### config.mk
export PLATFORM = sky130hd
export DESIGN_NAME = data_cache
export DESIGN_NICKNAME = d
export VERILOG_FILES = /design/src/rtl/data_cache.sv
export SDC_FILE = /design/constraint.sdc
export NUM_CORES = 1
export LEC_CHECK = 0
export BUFFER_PORTS_ARGS = -buffer_cell sky130_fd_sc_hd__buf_2
export CAP_MARGIN = 30
export CORE_ASPECT_RATIO = 1.75
export CORE_MARGIN = 1.5
export CORE_UTILIZATION = 35
export CTS_CLUSTER_SIZE = 12
export DETAILED_ROUTE_END_ITERATION = 7
export SLEW_MARGIN = 0
export SYNTH_ARGS = -nofsm -noshare
export SYNTH_HDL_FRONTEND = slang
export SYNTH_SLANG_ARGS = --single-unit
### constraint.sdc
create_clock -name CLK -period 3.2 [get_ports CLK]
set_input_delay 0.32 -clock CLK [delete_from_list [all_inputs] [get_ports CLK]]
set_output_delay 0.32 -clock CLK [all_outputs]
set_load 0.02 [all_outputs]
### src/rtl/data_cache.sv
// data_cache: direct-mapped, write-back cache, 8 blocks x 4 bytes.
// Address split: tag[7:5], index[4:2], offset[1:0]. The CPU is stalled
// through BUSYWAIT while a miss is serviced with block-wide memory transfers.
module data_cache (
  input  logic        CLK,
  input  logic        RESET,
  input  logic        READ,
  input  logic        WRITE,
  input  logic [7:0]  ADDRESS,
  input  logic [7:0]  WRITEDATA,
  output logic [7:0]  READDATA,
  output logic        BUSYWAIT,
  output logic        MEM_READ,
  output logic        MEM_WRITE,
  output logic [5:0]  MEM_ADDRESS,
  output logic [31:0] MEM_WRITEDATA,
  input  logic [31:0] MEM_READDATA,
  input  logic        MEM_BUSYWAIT
);

  typedef enum logic [1:0] {
    IDLE       = 2'd0,
    WRITE_BACK = 2'd1,
    FETCH      = 2'd2,
    UPDATE     = 2'd3
  } state_t;

  state_t      state_reg, state_next;
  logic [31:0] data_reg [8];
  logic [2:0]  tag_reg  [8];
  logic [7:0]  valid_reg;
  logic [7:0]  dirty_reg;
  // Block address {tag, index} of the request that missed; the fill keeps
  // using it even if the CPU drops or changes its request mid-miss.
  logic [5:0]  miss_addr_reg;
  logic [31:0] fill_reg;

  logic [2:0] req_tag;
  logic [2:0] req_index;
  logic [1:0] req_offset;
  logic [2:0] miss_index;
  logic       req;
  logic       hit;
  logic       miss;
  logic       store_hit;
  logic [7:0] fill_en;
  logic [7:0] store_en;

  assign req_tag    = ADDRESS[7:5];
  assign req_index  = ADDRESS[4:2];
  assign req_offset = ADDRESS[1:0];
  assign miss_index = miss_addr_reg[2:0];

  assign req       = READ | WRITE;
  assign hit       = valid_reg[req_index] & (tag_reg[req_index] == req_tag);
  assign miss      = (state_reg == IDLE) & req & ~hit;
  // READ and WRITE together act as a store.
  assign store_hit = (state_reg == IDLE) & WRITE & hit;

  assign READDATA = data_reg[req_index][{req_offset, 3'b000} +: 8];
  assign BUSYWAIT = ~RESET & ((state_reg != IDLE) | (req & ~hit));

  // Per-block write enables: whole-block fill from UPDATE, or a byte store hit.
  genvar gi;
  generate
    for (gi = 0; gi < 8; gi++) begin : g_blk_en
      assign fill_en[gi]  = (state_reg == UPDATE) & (miss_index == 3'(gi));
      assign store_en[gi] = store_hit & (req_index == 3'(gi));
    end
  endgenerate

  // Block storage: fill on UPDATE, byte merge on store hit, clear on reset.
  always_ff @(posedge CLK) begin
    if (RESET) begin
      for (int i = 0; i < 8; i++) begin
        data_reg[i] <= '0;
        tag_reg[i]  <= '0;
      end
      valid_reg <= '0;
      dirty_reg <= '0;
    end else begin
      for (int i = 0; i < 8; i++) begin
        if (fill_en[i]) begin
          data_reg[i]  <= fill_reg;
          tag_reg[i]   <= miss_addr_reg[5:3];
          valid_reg[i] <= 1'b1;
          dirty_reg[i] <= 1'b0;
        end else if (store_en[i]) begin
          data_reg[i][{req_offset, 3'b000} +: 8] <= WRITEDATA;
          dirty_reg[i] <= 1'b1;
        end
      end
    end
  end

  // Controller state, latched miss address and captured fill block.
  always_ff @(posedge CLK) begin
    if (RESET) begin
      state_reg     <= IDLE;
      miss_addr_reg <= '0;
      fill_reg      <= '0;
    end else begin
      state_reg <= state_next;
      if (miss) begin
        miss_addr_reg <= ADDRESS[7:2];
      end
      if ((state_reg == FETCH) && !MEM_BUSYWAIT) begin
        fill_reg <= MEM_READDATA;
      end
    end
  end

  // Next-state and memory handshake outputs.
  always_comb begin
    state_next    = state_reg;
    MEM_READ      = 1'b0;
    MEM_WRITE     = 1'b0;
    MEM_ADDRESS   = miss_addr_reg;
    MEM_WRITEDATA = data_reg[miss_index];
    case (state_reg)
      IDLE: begin
        if (miss) begin
          if (valid_reg[req_index] & dirty_reg[req_index]) begin
            state_next = WRITE_BACK;
          end else begin
            state_next = FETCH;
          end
        end
      end
      WRITE_BACK: begin
        MEM_WRITE   = 1'b1;
        MEM_ADDRESS = {tag_reg[miss_index], miss_index};
        if (!MEM_BUSYWAIT) begin
          state_next = FETCH;
        end
      end
      FETCH: begin
        MEM_READ = 1'b1;
        if (!MEM_BUSYWAIT) begin
          state_next = UPDATE;
        end
      end
      UPDATE: begin
        state_next = IDLE;
      end
      default: begin
        state_next = IDLE;
      end
    endcase
  end

endmodule
==> run_results.csv <==
group,metric,value,unit
final_layout,n_fill_cell,5197,
route,num_vias,15180,
floorplan,io_pins,102,
route,first_pass_iters,6,
global_route,use_met1,27.50,%
setup_path,cp.arrival,2.66,ns
sta,rsz0062_at_grt,"no",
sta,tightest_slew,1.022,ns
placement,place_congestion,0.9272,
final_layout,final_nets,1663,
clock_network,cts_root_buf,"clkbuf_16",
synthesis,syn_inst,1561,
sta,period_share,93.25,%
route,drc,0,
power_and_ir_drop,finalPower,13.50,mW
synthesis,avgSynthCellArea,12.58,um^2
route,vias_per_cell,6.529,
sta,tns,0,ns
clock_network,ctsResizeCount,0,
route,routedWlPerCell,32.34,um
synthesis,ys_seq_area_share,48.82,%
floorplan,core_area,55340,um^2
sta,hold_violations,0,
setup_path,worstPathMaxFanout,27,
synthesis,syn_area,19640,um^2
synthesis,ys_seq_elements,339,
global_route,grt_pass1_wl,106.6,mm
clock_network,ctsHtreeMaxLevel,2,
power_and_ir_drop,peakVddDrop,0.0006995,V
synthesis,synth_ff_type,"edfxtp_1",
setup_path,crit_buf_inv,2,
synthesis,yosys.cell_types.count,55,
clock_network,cts_buffer_depth,3,
setup_path,critPathMaxStageDelay,0.42,ns
floorplan,row_count,114,
final_layout,final-seq-area,9598,um^2
final_layout,drive_above_1_share,27.23,%
worst_hold_path,hp-class,"in -> reg",
setup_path,critPathRequiredTime,2.88,ns
global_route,antenna_found_initial,3,
global_route,grt_max_degree,69,
final_layout,syn_to_final_growth,12.72,%
global_route,busiest_layer,"met2",
placement,place_hpwl,50.75,mm
setup_path,startpoint_type,"flip-flop",
global_route,grt_usage,25.97,%
final_layout,multi_input_area,9163,um^2
floorplan,start_util,35.49,%
floorplan,die_area,57600,um^2
setup_path,crit_family,"simple AND/OR/NAND/NOR gates",
sta,relSlewSlack,31.71,%
clock_network,clk_pin_slew,0.06,ns
job,cap_violations,0,
setup_path,crit_slowest_cell,"edfxtp_1",
floorplan,fp.dieW,182.1,um
setup_path,timing_worst_setup_path_type,"reg -> out",
power_and_ir_drop,p_leak,7.932,nW
outcome,status,"finished, final reports clean",
synthesis,synth_edf_count,280,
sta,fin_skew,0.02011,ns
clock_network,cts_buffers,34,
clock_network,post-cts-setup-buffers,0,
clock_network,cts_tree,"yes",
synthesis,async_flop_share,0,%
route,drt-total-wl,75.20,mm
clock_network,clock_latency,0.55,ns
setup_path,worstPathCellList,"mux2_2 > o32ai_1 > o31ai_1 > and4_1 > nand3_1 > buf_4 > and3_1 > buf_2",
setup_path,crit_path_end_kind,"output pin",
floorplan,die_y,316.4,um
sta,fin_crit,2.984,ns
global_route,grtUsageMet3,5.099,%
sta,setup_violations,0,
sta,fmax,335.1,MHz
power_and_ir_drop,powerDensity,609.8,nW/um^2
placement,portBuffers,101,
sta,maxSlewViolCount,0,
synthesis,syn_nets,1623,
clock_network,hold_buffers,0,
final_layout,largest_reg_flops,256,
global_route,grt_pass1_vias,15350,
route,drt_iter0_drc,1769,
clock_network,clock_sinks,339,
global_route,grt_overflow,0,
global_route,grtUsageMet2,43.67,%
route,ant_nets,0,
synthesis,synth_warnings,0,
logic make-up after synthesis:
family / after synthesis / share of synthesized area [%]
adder cells (fa/ha/maj): 9 / 0.5734
XOR/XNOR: 2 / 0.08921
buffers and inverters: 213 / 4.695
flip-flops: 339 / 48.82
multiplexers: 265 / 23.45
AO/OA/AOI/OAI: 312 / 12.79
AND/OR/NAND/NOR: 421 / 9.581
per-layer routing:
layer,wire [um],part of all wire [%]
met1,23860,32
met2,36340,48
met3,7066,9.4
met4,7914,11
met5,20,0.027
cell usage after synthesis, types with 11 or more instances:
library cell,count,area share (%)
nor3_1,12,0.31
mux2_2,39,2.2
o21ai_0,58,1.5
mux2i_1,72,3.7
nand3_1,19,0.48
nor2b_1,13,0.41
a21oi_1,43,1.1
mux4_2,152,17
inv_1,20,0.38
and3_1,36,1.1
edfxtp_1,280,43
nor2_1,43,0.82
dfxtp_1,59,6.0
a32o_1,160,8.2
nand2_1,259,4.9
clkbuf_1,93,1.8
buf_1,57,1.1
o31ai_1,11,0.42
buf_2,26,0.66
area by class of cell:
class | count | area share [%]
diodes | 2 | 0.02261
clock inverters | 1 | 0.02261
multi-input cells | 1009 | 41.39
clock buffers | 61 | 4.680
flip-flops and latches | 339 | 43.35
inverters | 22 | 0.3730
well taps | 696 | 3.934
repair buffers | 195 | 6.228
placed cells by master (no fill, tap or decap), types with 22 or more instances in the layout:
cell	n
edfxtp_1	280
nand2_1	259
a32o_1	160
mux4_2	152
buf_2	99
buf_4	83
mux2i_1	72
o21ai_0	58
dfxtp_1	56
a21oi_1	43
mux2_2	39
clkbuf_16	37
nor2_1	36
and3_1	36
clkbuf_1	22
path summary, 6_finish.rpt:
kind,from,end,slack [ns],cells past startpoint
setup reg to reg,state_reg[0],data_reg[2][17],0.25,10
hold / removal,MEM_READDATA[16],fill_reg[16],0.01,3
hold reg to reg,valid_reg[3],valid_reg[3],0.45,2
setup / recovery,tag_reg[2][2],BUSYWAIT,0.22,8
per-stage QoR:
stage	setup slack [ns]	hold WS, ns	util [%]	cells	area, um^2
global placement	0.1994	0.4322	38.09	2259	21080
floorplan	0.3151	0.4191	-	1561	19640
CTS	0.2103	0.005717	39.99	2323	22130
finish	0.2161	0.01474	40.00	2325	22140
global route	0.09171	0.01890	39.99	2323	22130
detailed placement	0.1585	0.4377	38.11	2261	21090
worst register-to-register path, stage by stage (launching register included):
cell and delay (ns):
dfxtp_1 0.35, ha_1 0.32, nor2b_1 0.17, buf_4 0.17, nand3b_1 0.09, and2_1 0.47
inv_1 0.28, nor4_1 0.24, nand3_1 0.16, buf_12 0.21, o21ai_0 0.30
power breakdown:
part / leakage (nW) / internal [mW] / switching (mW)
registers: 3.38 / 5.16 / 0.540
logic: 4.06 / 1.60 / 2.26
clock network: 0.500 / 2.19 / 1.75
total: 7.93 / 8.95 / 4.55
(Power assumes the default switching activity.)
